`src/rtl/seg7_step_monitor.sv`:
```
// Seven-segment receive-side monitor: synchronise, debounce and decode seg_n,
// then classify each accepted digit change as a mod-MODULUS up/down/bad step.
module seg7_step_monitor #(
  parameter int STABLE_CYCLES = 4,
  parameter int MODULUS       = 6
) (
  input  logic       clock,
  input  logic       reset,
  input  logic [6:0] seg_n,
  output logic [3:0] digit,
  output logic       digit_valid,
  output logic       blank,
  output logic       new_digit,
  output logic       illegal,
  output logic       step_up,
  output logic       step_down,
  output logic       step_err
);

  localparam int CW =
    (STABLE_CYCLES > 1) ? $clog2(STABLE_CYCLES) : 1;
  localparam logic [CW-1:0] CNT_MAX =
    CW'(STABLE_CYCLES - 1);
  localparam logic [3:0] MOD = 4'(MODULUS);
  localparam logic [6:0] OFF = 7'b1111111;

  typedef enum logic [1:0] {
    ST_BLANK,
    ST_DIGIT,
    ST_ILLEGAL
  } state_t;

  state_t state, state_n;

  logic [6:0]    s1, s2, cand, acc;
  logic [CW-1:0] cnt;
  logic          hist_ok, hist_n;
  logic [3:0]    digit_n;
  logic          nd_n, il_n, up_n, dn_n, er_n;
  logic          accept;
  logic          dec_ok;
  logic [3:0]    dec_val;
  logic [3:0]    up_val, dn_val;

  assign accept = (cnt == CNT_MAX) && (s2 == cand)
                  && (cand != acc);

  always_comb begin
    dec_ok  = 1'b1;
    dec_val = 4'd0;
    unique case (1'b1)
      (cand == 7'b0000001): dec_val = 4'd0;
      (cand == 7'b1001111): dec_val = 4'd1;
      (cand == 7'b0010010): dec_val = 4'd2;
      (cand == 7'b0000110): dec_val = 4'd3;
      (cand == 7'b1001100): dec_val = 4'd4;
      (cand == 7'b0100100): dec_val = 4'd5;
      (cand == 7'b0100000): dec_val = 4'd6;
      (cand == 7'b0001111): dec_val = 4'd7;
      (cand == 7'b0000000): dec_val = 4'd8;
      (cand == 7'b0000100): dec_val = 4'd9;
      default:              dec_ok  = 1'b0;
    endcase
  end

  // digit doubles as the previous-digit history
  assign up_val = (digit + 4'd1) % MOD;
  assign dn_val = (digit == 4'd0) ? (MOD - 4'd1)
                                  : (digit - 4'd1);

  always_comb begin
    state_n = state;
    hist_n  = hist_ok;
    digit_n = digit;
    nd_n    = 1'b0;
    il_n    = 1'b0;
    up_n    = 1'b0;
    dn_n    = 1'b0;
    er_n    = 1'b0;
    if (accept) begin
      if (cand == OFF) begin
        state_n = ST_BLANK;
        hist_n  = 1'b0;
      end else if (dec_ok) begin
        state_n = ST_DIGIT;
        digit_n = dec_val;
        nd_n    = 1'b1;
        hist_n  = 1'b1;
        if (hist_ok) begin
          if (dec_val >= MOD)
            er_n = 1'b1;
          else if (dec_val == up_val)
            up_n = 1'b1;
          else if (dec_val == dn_val)
            dn_n = 1'b1;
          else
            er_n = 1'b1;
        end
      end else begin
        state_n = ST_ILLEGAL;
        il_n    = 1'b1;
        hist_n  = 1'b0;
      end
    end
  end

  always_ff @(posedge clock or negedge reset) begin
    if (!reset) begin
      s1   <= OFF;
      s2   <= OFF;
      cand <= OFF;
      acc  <= OFF;
      cnt  <= '0;
    end else begin
      s1 <= seg_n;
      s2 <= s1;
      if (s2 != cand) begin
        cand <= s2;
        cnt  <= '0;
      end else if (cnt < CNT_MAX) begin
        cnt <= cnt + CW'(1);
      end
      if (accept)
        acc <= cand;
    end
  end

  always_ff @(posedge clock or negedge reset) begin
    if (!reset) begin
      state     <= ST_BLANK;
      hist_ok   <= 1'b0;
      digit     <= 4'd0;
      new_digit <= 1'b0;
      illegal   <= 1'b0;
      step_up   <= 1'b0;
      step_down <= 1'b0;
      step_err  <= 1'b0;
    end else begin
      state     <= state_n;
      hist_ok   <= hist_n;
      digit     <= digit_n;
      new_digit <= nd_n;
      illegal   <= il_n;
      step_up   <= up_n;
      step_down <= dn_n;
      step_err  <= er_n;
    end
  end

  assign digit_valid = (state == ST_DIGIT);
  assign blank       = (state == ST_BLANK);

endmodule

```
`config.mk`:
```
export PLATFORM = sky130hd
export DESIGN_NAME = seg7_step_monitor
export DESIGN_NICKNAME = d
export VERILOG_FILES = /design/src/rtl/seg7_step_monitor.sv
export SDC_FILE = /design/constraint.sdc
export NUM_CORES = 1
export LEC_CHECK = 0
export ABC_AREA = 0
export CAP_MARGIN = 10
export CORE_MARGIN = 8
export CORE_UTILIZATION = 35
export CTS_CLUSTER_DIAMETER = 150
export CTS_CLUSTER_SIZE = 40
export DETAILED_ROUTE_END_ITERATION = 16
export GPL_TIMING_DRIVEN = 0
export SYNTH_ARGS = -nofsm -noshare
export SYNTH_HDL_FRONTEND = slang
export SYNTH_SLANG_ARGS = --single-unit
```
`constraint.sdc`:
```
create_clock -name clock -period 8.2 [get_ports clock]
set_clock_uncertainty 0.05 [all_clocks]
set_input_delay 1.64 -clock clock [delete_from_list [all_inputs] [get_ports clock]]
set_output_delay 1.64 -clock clock [all_outputs]
set_load 0.02 [all_outputs]
```
== After elaboration in Yosys (flattened, before gate mapping) ==
Cells that the tools add are included.
Operators by class
  add/sub/neg operators: 3
  divide/modulo/power cells: 1
  order comparisons: 2
  equal/unequal tests: 17
  multiplexer cells: 33
  bitwise operators: 1
  reduce and logical (&&, ||, !) cells: 8
Operators with widths (count)
  case mux 4 bit (9 select lines): 1
  2-to-1 mux 1 bit: 27
  equality test 7 bit (second input constant): 3
  equality test 7 x 3 -> 1 bit (second input constant): 2
  equality test 7 x 6 -> 1 bit (second input constant): 2
  inequality test 7 bit: 2
  OR reduction 10 bit: 1
  equality test 4 bit: 2
  2-to-1 mux 2 bit: 4
  equality test 7 x 1 -> 1 bit (second input constant): 1
  equality test 7 x 4 -> 1 bit (second input constant): 1
  equality test 7 x 5 -> 1 bit (second input constant): 1
  equality test 7 bit: 1
  zero test 7 bit: 1
  adder 4 x 1 -> 4 bit (second input constant): 1
  greater-or-equal comparator 4 x 3 -> 1 bit (second input constant): 1
  zero test 4 bit: 1
  modulo 4 x 3 -> 4 bit (second input constant): 1
  2-to-1 mux 4 bit: 1
  subtractor 4 x 1 -> 4 bit (second input constant): 1
  AND reduction 3 bit: 1
  adder 2 x 1 -> 2 bit (second input constant): 1
  equality test 2 x 1 -> 1 bit (second input constant): 1
  equality test 2 bit (second input constant): 1
  5 further kinds: 6
Storage, ports and cells
  register bits: 42
  bits of input ports: 9
  logic and storage cells: 78

== Depth between registers and ports, before layout ==
Gate-level depths: netlist of run 1.
  depth in word-level cells: 10
  depth in mapped cells: 12

== Least setup slack after synthesis of run 1 ==
No wires, ideal clock.
  path type: register -> register
  start: reg digit[1]
  end: reg step_down
  library setup time: 0.126 ns
  arrival: 2.649 ns
  required time: 8.024 ns
  slack: 5.375 ns
  cell stages (with the launch flop): 13
  buffers on the path: 1
  clock period less this slack: 2.825 ns
  path through: dfrtp_1 -> ha_1 -> clkbuf_1 -> nor2_1 -> a21oi_1 -> o22ai_1 -> ha_1 -> or3b_1 -> o22ai_1 -> a221o_1 -> xor2_1 -> nand2_1 -> o311a_1
On the way
  word-level cells in the longest chain between the ends: 10
  elaborated cells between the ends (all ways): 14
  those cells by class: add/sub: 2; div: 1; eq/ne: 2; mux: 8; reduce/logical: 1
Ends and longest elaborated chain
  start, declared: line 10  | output logic [3:0] digit,
  start signal, assigned: line 141  | digit <= digit_n;
  branches (longest 4 deep; another with adder 4 x 1 -> 4 bit)
  2-to-1 mux 1 bit *: line 92  | else if (dec_val == up_val)
  2-to-1 mux 1 bit *: line 90  | if (dec_val >= MOD)
  2-to-1 mux 1 bit *: line 89  | if (hist_ok) begin
  2-to-1 mux 1 bit *: line 84  | end else if (dec_ok) begin
  2-to-1 mux 1 bit *: line 81  | if (cand == OFF) begin
  2-to-1 mux 1 bit *: line 80  | if (accept) begin
  net dn_n: line 39  | logic nd_n, il_n, up_n, dn_n, er_n;
  end signal, assigned: line 145  | step_down <= dn_n;
  end, declared: line 16  | output logic step_down,
Mark *: on every way through the listed nets, which the timed path passes.
A chain may end at the register's enable or synchronous reset.

== Worst setup path in the final report of run 1 ==
  start: reg digit[1]
  end: out digit[1]
No word-level cell between the ends.

==> run summary, run 1 <==
Dpl hpwl: 2976 µm
Total CTS buffers: 5
Number of synthesized flops with an enable pin: 0
Number of cell rows: 29
Element type at the critical path end: output pin
Placer Congestion: 0.7637
Iteration-0 DRC Markers: 76
Worst Path Required: 6.51 ns
Max Cap Viol: 0
Drc violations: 0
Total chip power: 0.0003792 W
CP max-delay cell: clkdlybuf4s50_1
Fin util: 41.98%
TNS Setup: 0 ns
Synth warn: 0
Final period util: 38.81%
Total GRT Usage: 9.632%
Most frequent cells in the layout: dfstp_2 (28), xor2_1 (18), clkdlybuf4s50_1 (18)
Pwr dens: 144.7 mW/mm²
Initial Util: 35.53%
FMAX: 314.3 MHz
#FFs+latches synth: 41
Yosys cell types: 53
Crit-path max cell delay: 0.67 ns
HP Class: register to register
Post-CTS Setup Bufs: 0
Worst-skew pair later-pin latency: 0.29 ns
Final min period: 3.182 ns
Worst ir drop on vdd: 0.1283 mV
CP Launch Type: register
CP arrival: 1.49 ns
Mapped Nets: 221
Vias: 1548
Mapped cell area: 0.002217 mm²
Final Hold Fails: 0
Post-route cell area: 0.002620 mm²
Clock sinks: 41
Die Y: 95.59 µm
Gates resized, CTS repair: 0
Antenna cells: 0
# IOs: 20
CP Cell Sequence: clkdlybuf4s50_1
Root Driver: clkbuf_8
Grt ovf: 0
DP Area: 0.002526 mm²
Port Buf Inserts: 19
Share of layout cells above drive strength 1: 22.13%
H-tree depth: 2
Register area share after synthesis: 47.86%
Dominant synthesized flop cell: dfstp_2
Clock transition at path regs: 0.09 ns
Most common cell after layout, fill and taps aside: dfstp_2
First-pass GRT wire length: 6893 µm
CORE AREA: 0.006241 mm²
TritonCTS clock tree: done
Placed Cells: 304
Die area: 0.009137 mm²
RSZ-0062 raised after global routing: no
Final Max Tran Viols: 0
Synth-to-Final Area Change: 18.17%
Clock tree buffer depth: 2
Status: complete, no violations
Top Family by Delay on Critical Path: buffers and inverters
Routed wire per std cell: 12.84 µm
Setup CP Type: register to output pin
Buffers & Inverters on Critical Path: 1
Syn Area/Cell: 10.71 µm²
Nets: 248
Slew @ Worst Pin: 0.7037 ns
Number of global-route vias before repair: 1483
Chip Width: 95.59 µm
P_leak: 1.069 nW
Hold-fix buffer count after cts: 0
Drt first pass iters: 4
Async set-or-reset flop fraction in the synthesized netlist: 100.0%
Non-Filler Instances: 312
Pin count of the biggest net entering global routing: 23
Vias per cell: 4.962
Cells after synthesis: 207
Initial antenna violation count: 0
CP Max Fanout: 9
Headroom to the max-slew limit: 52.73%
Setup-failing EPs final: 0
Total Wirelength: 4005 µm
Post-route ant nets: 0
[power breakdown]
part           switching (W)  internal [W]
combinational      0.0000160     0.0000128
sequential        0.00000249      0.000212
clock              0.0000747     0.0000614
total              0.0000932      0.000286
[metal layers]
metal / share of wire [%] / track usage, % / vias to the layer above
met5: 0 / 0 / -
met4: 1.1 / 3.841 / 0
met1: 49 / 12.45 / 734
li1: - / - / 775
met3: 5.4 / 2.756 / 4
met2: 44 / 14.80 / 35
[worst register-to-register path, stage by stage, from the launching register on]
cell and delay, ns:
dfrtp_1 0.53, ha_1 0.21, clkbuf_1 0.31, nor2_1 0.11, a21oi_1 0.17, o22ai_1 0.10, ha_1 0.23, nand2b_1 0.14
a2111oi_0 0.39, a221o_1 0.22, xor2_1 0.16, nand2_1 0.07, o311a_1 0.30
[synth_stat cells, types with 3 or more instances]
cell / number / area [µm²]
inv_1: 4 / 15.01
nand3_1: 4 / 20.02
a21o_1: 5 / 37.54
buf_2: 7 / 35.03
dfstp_2: 28 / 735.7
clkbuf_1: 12 / 45.04
nor3_1: 4 / 20.02
nand2b_1: 3 / 18.77
mux2_1: 7 / 78.83
dfrtp_1: 13 / 325.3
nand2_1: 13 / 48.80
o22ai_1: 4 / 25.02
a211oi_1: 3 / 22.52
and2_1: 3 / 18.77
ha_1: 5 / 62.56
nor2_1: 14 / 52.55
xor2_1: 18 / 157.7
xnor2_1: 9 / 78.83
o21ai_1: 3 / 15.01
a21oi_1: 6 / 30.03
[state kept, by name (all words and copies together) (netlist names)]
signal and cells:
acc 7, step_up 1, s1 7, step_err 1, step_down 1, cand 7, s2 7, illegal 1
digit 4, state 2, cnt 2, new_digit 1
[kinds of logic (layout without fill, tap and decap cells)]
logic type               Yosys count  in the layout  share of synthesized area, %
AO/OA/AOI/OAI                     36             36                         12.47
multiplexers                       9              9                         4.458
AND/OR/NAND/NOR                   65             65                         16.93
flip-flops                        41             41                         47.86
XOR/XNOR                          27             27                         10.67
adder cells (fa/ha/maj)            5              5                         2.822
buffers and inverters             24             52                         4.796
[path summary, 6_finish.rpt]
path	from	cells after the start	endpoint	slack, ns
worst max-delay path	digit[1]$_DFFE_PN0P_	1	digit[1]	5.02
worst min-delay path	s1[2]$_DFF_PN1_	0	s2[2]$_DFF_PN1_	0.31
worst max register to register	digit[1]$_DFFE_PN0P_	12	step_down$_DFF_PN0_	5.12
worst min register to register	s1[2]$_DFF_PN1_	0	s2[2]$_DFF_PN1_	0.31
max in group asynchronous	reset	2	cand[6]$_DFFE_PN1P_	6.31
min in group asynchronous	reset	1	digit[1]$_DFFE_PN0P_	1.25
[final cells by class]
| cell class | instances | area (µm²) |
|---|---|---|
| well taps | 77 | 96.34 |
| repair buffers | 20 | 212.7 |
| plain buffers | 20 | 91.34 |
| clock buffers | 5 | 68.82 |
| inverters | 4 | 15.01 |
| fillers | 615 | 3621 |
| flip-flops and latches | 41 | 1061 |
| clock inverters | 3 | 25.02 |
| multi-input cells | 142 | 1050 |
[per-stage QoR]
stage / hold WS, ns / setup slack (ns)
after floorplan: 0.2952 / 5.375
after global placement: 0.2954 / 4.410
after detailed placement: 0.2968 / 5.159
after CTS: 0.3099 / 5.003
after global routing: 0.3112 / 4.852
final: 0.3088 / 5.018
No activity file was read; power rests on OpenSTA's default activity.
==> run 2, diff against run 1 <==
==> constraint.sdc (replaced) <==
create_clock -name clock -period 2.96 [get_ports clock]
set_clock_uncertainty 0.05 [all_clocks]
set_input_delay 0.592 -clock clock [delete_from_list [all_inputs] [get_ports clock]]
set_output_delay 0.592 -clock clock [all_outputs]
set_load 0.02 [all_outputs]
==> run 2 against run 1 <==
Compared with the run above:
- combinational power rose to 2.8 times the previous value
- sequential share of layout area is 0.067 points higher
- non-clock buffer count shrank 2
- worst setup slack worse by 4.8 ns
- sequential cell count stayed put
- clock-buffer cell count did not move
- die area unchanged
- critical path depth up 9
- first-iteration DRC count up 16%
- sequential power rose to 2.8 times the previous value
- wire length shrank 0.70%
- register-to-register slack got worse by 4.9 ns
- largest cell class unchanged
==> run summary, run 2 (synthesis results as in run 1) <==
Chip Width: 95.59 µm (unchanged)
Element type at the critical path end: register
Most frequent cells in the layout: dfstp_2 (28), xor2_1 (18), clkdlybuf4s50_1 (18)
Final Hold Fails: 0 (unchanged)
Worst ir drop on vdd: 0.3555 mV (+180%)
DP Area: 0.002526 mm² (unchanged)
TritonCTS clock tree: done
R2R Setup Slk: 0.17 ns (-4.95 ns)
Headroom to the max-slew limit: 53.22% (+0.50 points)
CORE AREA: 0.006241 mm² (unchanged)
Top Family by Delay on Critical Path: compound AO/OA/AOI/OAI gates
Non-Filler Instances: 310 (-0.64%)
P_leak: 1.062 nW (-0.74%)
Drc violations: 0 (unchanged)
Number of cell rows: 29 (unchanged)
Worst-skew pair later-pin latency: 0.29 ns (about the same)
Clock sinks: 41 (unchanged)
FMAX: 358.9 MHz
CP arrival: 2.91 ns (+1.42 ns)
Placed Cells: 304 (unchanged)
Setup CP Type: register to register
Total CTS buffers: 5 (unchanged)
Crit-path max cell delay: 0.41 ns (-0.26 ns)
Pwr dens: 401.3 mW/mm² (+180%)
TNS Setup: 0 ns (unchanged)
Root Driver: clkbuf_8
Slew @ Worst Pin: 0.6963 ns (-0.007390 ns)
Status: complete, no violations
CP Max Fanout: 10 (+1)
Final Max Tran Viols: 0 (unchanged)
Pin count of the biggest net entering global routing: 23 (unchanged)
# IOs: 20 (unchanged)
Cells on worst reg2reg path: 10 (-2)
Grt ovf: 0 (unchanged)
Dpl hpwl: 2976 µm (unchanged)
Antenna cells: 0 (unchanged)
Placer Congestion: 0.7637 (unchanged)
Worst Path Required: 3.09 ns (-3.42 ns)
Total Wirelength: 3977 µm (-0.70%)
Final min period: 2.786 ns
Clock transition at path regs: 0.08 ns (about the same)
Die area: 0.009137 mm² (unchanged)
Number of global-route vias before repair: 1470 (-0.88%)
Most common cell after layout, fill and taps aside: dfstp_2
Total GRT Usage: 9.600% (-0.033 points)
CP max-delay cell: dfrtp_1
Initial antenna violation count: 0 (unchanged)
Share of layout cells above drive strength 1: 23.18% (+1.0 points)
Nets: 246 (-0.81%)
Port Buf Inserts: 19 (unchanged)
DP Worst Slack: -0.08138 ns (-5.240 ns)
Fill cell count: 614 (-0.16%)
Post-route cell area: 0.002619 mm² (about the same)
Vias per cell: 4.974 (+0.26%)
First-pass GRT wire length: 6865 µm (-0.41%)
Iteration-0 DRC Markers: 88 (+16%)
H-tree depth: 2 (unchanged)
CP Cell Sequence: clkbuf_4 -> inv_1 -> ha_1 -> ha_1 -> nand2b_1 -> a2111oi_0 -> a221o_1 -> xor2_1 -> nand2_1 -> o311a_1
Routed wire per std cell: 12.83 µm (about the same)
Final setup margin: 0.1739 ns (-4.844 ns)
Post-route ant nets: 0 (unchanged)
Drt first pass iters: 4 (unchanged)
Initial Util: 35.53% (unchanged)
Buffers & Inverters on Critical Path: 2 (+1)
CP Launch Type: register
Worst hold slack: 0.2040 ns (-0.1048 ns)
Top cell by count, worst path: ha_1
Synth-to-Final Area Change: 18.12% (about the same)
RSZ-0062 raised after global routing: yes
Max Cap Viol: 0 (unchanged)
Die Y: 95.59 µm (unchanged)
Hold-fix buffer count after cts: 0 (unchanged)
R2r startpoint: digit[0]$_DFFE_PN0P_
HP Class: input pin to async pin
Setup-failing EPs final: 0 (unchanged)
Worst reg2reg endpoint: step_down$_DFF_PN0_
Final period util: 94.13%
Clock tree buffer depth: 2 (unchanged)
Vias: 1542 (-0.39%)
## run 2: cell count changes in the layout (fill, tap and decap cells not counted), sizes merged
cell	change
clkbuf	-1
buf	-1
## run 2: metal layers
metal	vias to the layer above	part of all wire, %	GRT usage [%]
met2	26	44	14.69
li1	771	-	-
met4	0	1.1	3.841
met5	-	0	0
met1	741	50	12.45
met3	4	4.4	2.756
## run 2: where the power goes
group          leakage (nW)  switching, W  internal, W
Sequential            0.473    0.00000690     0.000587
Combinational         0.544     0.0000445    0.0000356
Clock                0.0447      0.000207     0.000170
Total                  1.06      0.000259     0.000792
## run 2: worst max path at each step
stage,slack (ns),startpoint,cells past startpoint,to
2_1_floorplan,0.14,digit[1]$_DFFE_PN0P_,12,step_down$_DFF_PN0_
3_3_place_gp,-0.02,digit[1]$_DFFE_PN0P_,12,step_down$_DFF_PN0_
5_1_grt,-0.03,digit[1]$_DFFE_PN0P_,11,step_down$_DFF_PN0_
3_5_place_dp,-0.08,digit[1]$_DFFE_PN0P_,12,step_down$_DFF_PN0_
4_1_cts,0.009,digit[1]$_DFFE_PN0P_,11,step_down$_DFF_PN0_
6_report,0.17,digit[0]$_DFFE_PN0P_,10,step_down$_DFF_PN0_
## run 2: area by class of cell
type | instances | area (µm²) | share of cell area (%)
multi-input combinational | 142 | 1052 | 40.18
clock inverter | 3 | 25.02 | 0.9556
timing repair buffer | 20 | 212.7 | 8.122
inverter | 4 | 15.01 | 0.5733
clock buffer | 5 | 68.82 | 2.628
tap | 77 | 96.34 | 3.679
buffer | 18 | 86.33 | 3.297
sequential | 41 | 1062 | 40.56
## run 2: metrics by stage
stage	util (%)	power, W
floorplan	-	0.0006486
global placement	40.12	0.0006799
detailed placement	40.48	0.0006846
CTS	41.92	0.001073
global route	41.96	0.001105
finish	41.96	0.001051
## run 2: what timing repair did
action,in CTS,in global routing
buffers inserted,0,0
setup endpoints to repair,1,3
gates resized for setup,0,3
==> run 3, diff against run 2 <==
--- a/config.mk
+++ b/config.mk
@@ -8,11 +8,12 @@
 export ABC_AREA = 0
 export CAP_MARGIN = 10
 export CORE_MARGIN = 8
-export CORE_UTILIZATION = 35
+export CORE_UTILIZATION = 55
 export CTS_CLUSTER_DIAMETER = 150
 export CTS_CLUSTER_SIZE = 40
 export DETAILED_ROUTE_END_ITERATION = 16
 export GPL_TIMING_DRIVEN = 0
+export PLACE_DENSITY = 0.77
 export SYNTH_ARGS = -nofsm -noshare
 export SYNTH_HDL_FRONTEND = slang
 export SYNTH_SLANG_ARGS = --single-unit
==> run 3 against run 2 <==
Compared with the run above:
- final cell count shrank 9.0%
- total power shrank 1.9%
- die area shrank 31%
- worst setup slack gained 0.027 ns
- core utilization grew 23 points
- non-clock buffer count shrank 1
- highest routed layer unchanged
==> run summary, run 3 (synthesis results as in run 1) <==
Status: complete, no violations
Clock transition at path regs: 0.08 ns (about the same)
Vias: 1556 (+0.91%)
Pin count of the biggest net entering global routing: 42 (+83%)
CP Max Fanout: 9 (-1)
Final Hold Fails: 0 (unchanged)
Final min period: 2.759 ns (-0.02746 ns)
Total GRT Usage: 13.42% (+3.8 points)
Total chip power: 0.001031 W (-1.9%)
Vias per cell: 5.518 (+11%)
Setup-failing EPs final: 0 (unchanged)
Setup CP Type: register to register
Share of layout cells above drive strength 1: 22.84% (-0.33 points)
Placed Cells: 276 (-9.2%)
CORE AREA: 0.003943 mm² (-37%)
Number of cell rows: 23 (-21%)
Root Driver: clkbuf_8
Port Buf Inserts: 19 (unchanged)
Worst ir drop on vdd: 0.4435 mV (+25%)
Drc violations: 0 (unchanged)
# IOs: 20 (unchanged)
Final Max Tran Viols: 0 (unchanged)
P_leak: 1.049 nW (-1.2%)
Slew @ Worst Pin: 0.8339 ns (+0.1377 ns)
Final period util: 93.20% (-0.93 points)
Clock tree buffer depth: 2 (unchanged)
TritonCTS clock tree: done
H-tree depth: 2 (unchanged)
Max Cap Viol: 0 (unchanged)
Initial antenna violation count: 0 (unchanged)
Nets: 245 (-0.41%)
Number of global-route vias before repair: 1423 (-3.2%)
Routed wire per std cell: 14.40 µm (+12%)
First-pass GRT wire length: 6789 µm (-1.1%)
FMAX: 362.5 MHz (+1.0%)
Post-route cell area: 0.002554 mm² (-2.5%)
Most frequent cells in the layout: dfstp_2 (28), xor2_1 (18), clkdlybuf4s50_1 (18)
Die Y: 79.49 µm (-17%)
HP Class: register to register
Worst Path Required: 3.09 ns (about the same)
Placer Congestion: 0.8239 (+7.9%)
CP arrival: 2.89 ns (-0.02 ns)
Initial Util: 56.24% (+21 points)
Worst-skew pair later-pin latency: 0.29 ns (about the same)
Worst hold slack: 0.3068 ns (+0.1028 ns)
Antenna cells: 0 (unchanged)
Grt ovf: 0 (unchanged)
CP Launch Type: register
Drt first pass iters: 4 (unchanged)
Clock sinks: 41 (unchanged)
Most common cell after layout, fill and taps aside: dfstp_2
Headroom to the max-slew limit: 44.40% (-8.8 points)
Total CTS buffers: 5 (unchanged)
DP Area: 0.002465 mm² (-2.4%)
Chip Width: 79.49 µm (-17%)
Non-Filler Instances: 282 (-9.0%)
RSZ-0062 raised after global routing: no
Pwr dens: 403.8 mW/mm² (+0.62%)
Iteration-0 DRC Markers: 192 (+120%)
Total Wirelength: 4061 µm (+2.1%)
Dpl hpwl: 2966 µm (-0.32%)
Die area: 0.006319 mm² (-31%)
Element type at the critical path end: register
Post-route ant nets: 0 (unchanged)
Hold-fix buffer count after cts: 0 (unchanged)
Synth-to-Final Area Change: 15.18%
[run 3: changes by cell type in the layout (fill, tap and decap cells not counted)]
| cell | previous run | this run |
|---|---|---|
| clkinv_4 | 1 | 0 |
| buf_16 | 1 | 0 |
| clkinv_2 | 0 | 1 |
[run 3: area by class of cell]
class / count / area, µm²
fillers: 308 / 1389
repair buffers: 19 / 185.2
multi-input cells: 142 / 1052
well taps: 50 / 62.56
flip-flops and latches: 41 / 1062
plain buffers: 18 / 86.33
inverters: 4 / 15.01
clock inverters: 3 / 21.27
clock buffers: 5 / 68.82
[run 3: metrics by stage]
stage               TNS [ns]  worst slack, ns  utilization, %
floorplan                  0           0.1350               -
global placement           0         0.001825           62.65
detailed placement  -0.07589         -0.07589           62.52
CTS                        0          0.02697           64.71
global route               0          0.04115           64.77
finish                     0           0.2014           64.77
[run 3: timing repair]
item                                   CTS  global route
endpoints found under the hold margin    0             0
pin swaps                                0             0
gates resized for setup                  0             3
setup endpoints to repair                1             3
setup buffers                            0             0
[run 3: worst max-delay path, cell delays in order (launching register included)]
cell	delay [ns]
dfrtp_2	0.48
ha_2	0.26
nor2b_1	0.15
a21oi_1	0.14
o22ai_1	0.09
ha_1	0.23
or3b_1	0.37
o22ai_1	0.16
a221o_1	0.20
xor2_1	0.15
nand2_1	0.06
o311a_1	0.29
[run 3: metal layers]
metal	up-vias	wire (µm)	track usage [%]
li1	764	-	-
met2	37	1767	19.48
met5	-	0	0
met4	0	46	4.444
met3	6	219	3.941
met1	749	2028	18.53
[run 3: path summary, 6_finish.rpt]
kind	start	to	slack, ns	cells after the start
min	s1[6]$_DFF_PN1_	s2[6]$_DFF_PN1_	0.31	0
max reg2reg	digit[1]$_DFFE_PN0P_	step_down$_DFF_PN0_	0.20	11
min in group asynchronous	reset	state[1]$_DFFE_PN0P_	0.35	1
min reg2reg	s1[6]$_DFF_PN1_	s2[6]$_DFF_PN1_	0.31	0
max	digit[1]$_DFFE_PN0P_	step_down$_DFF_PN0_	0.20	11
max in group asynchronous	reset	digit[1]$_DFFE_PN0P_	1.94	1
[run 3: where the power goes]
part	switching, W	internal [W]	leakage [nW]
logic	0.0000442	0.0000319	0.531
registers	0.00000734	0.000587	0.473
clock network	0.000194	0.000167	0.0445
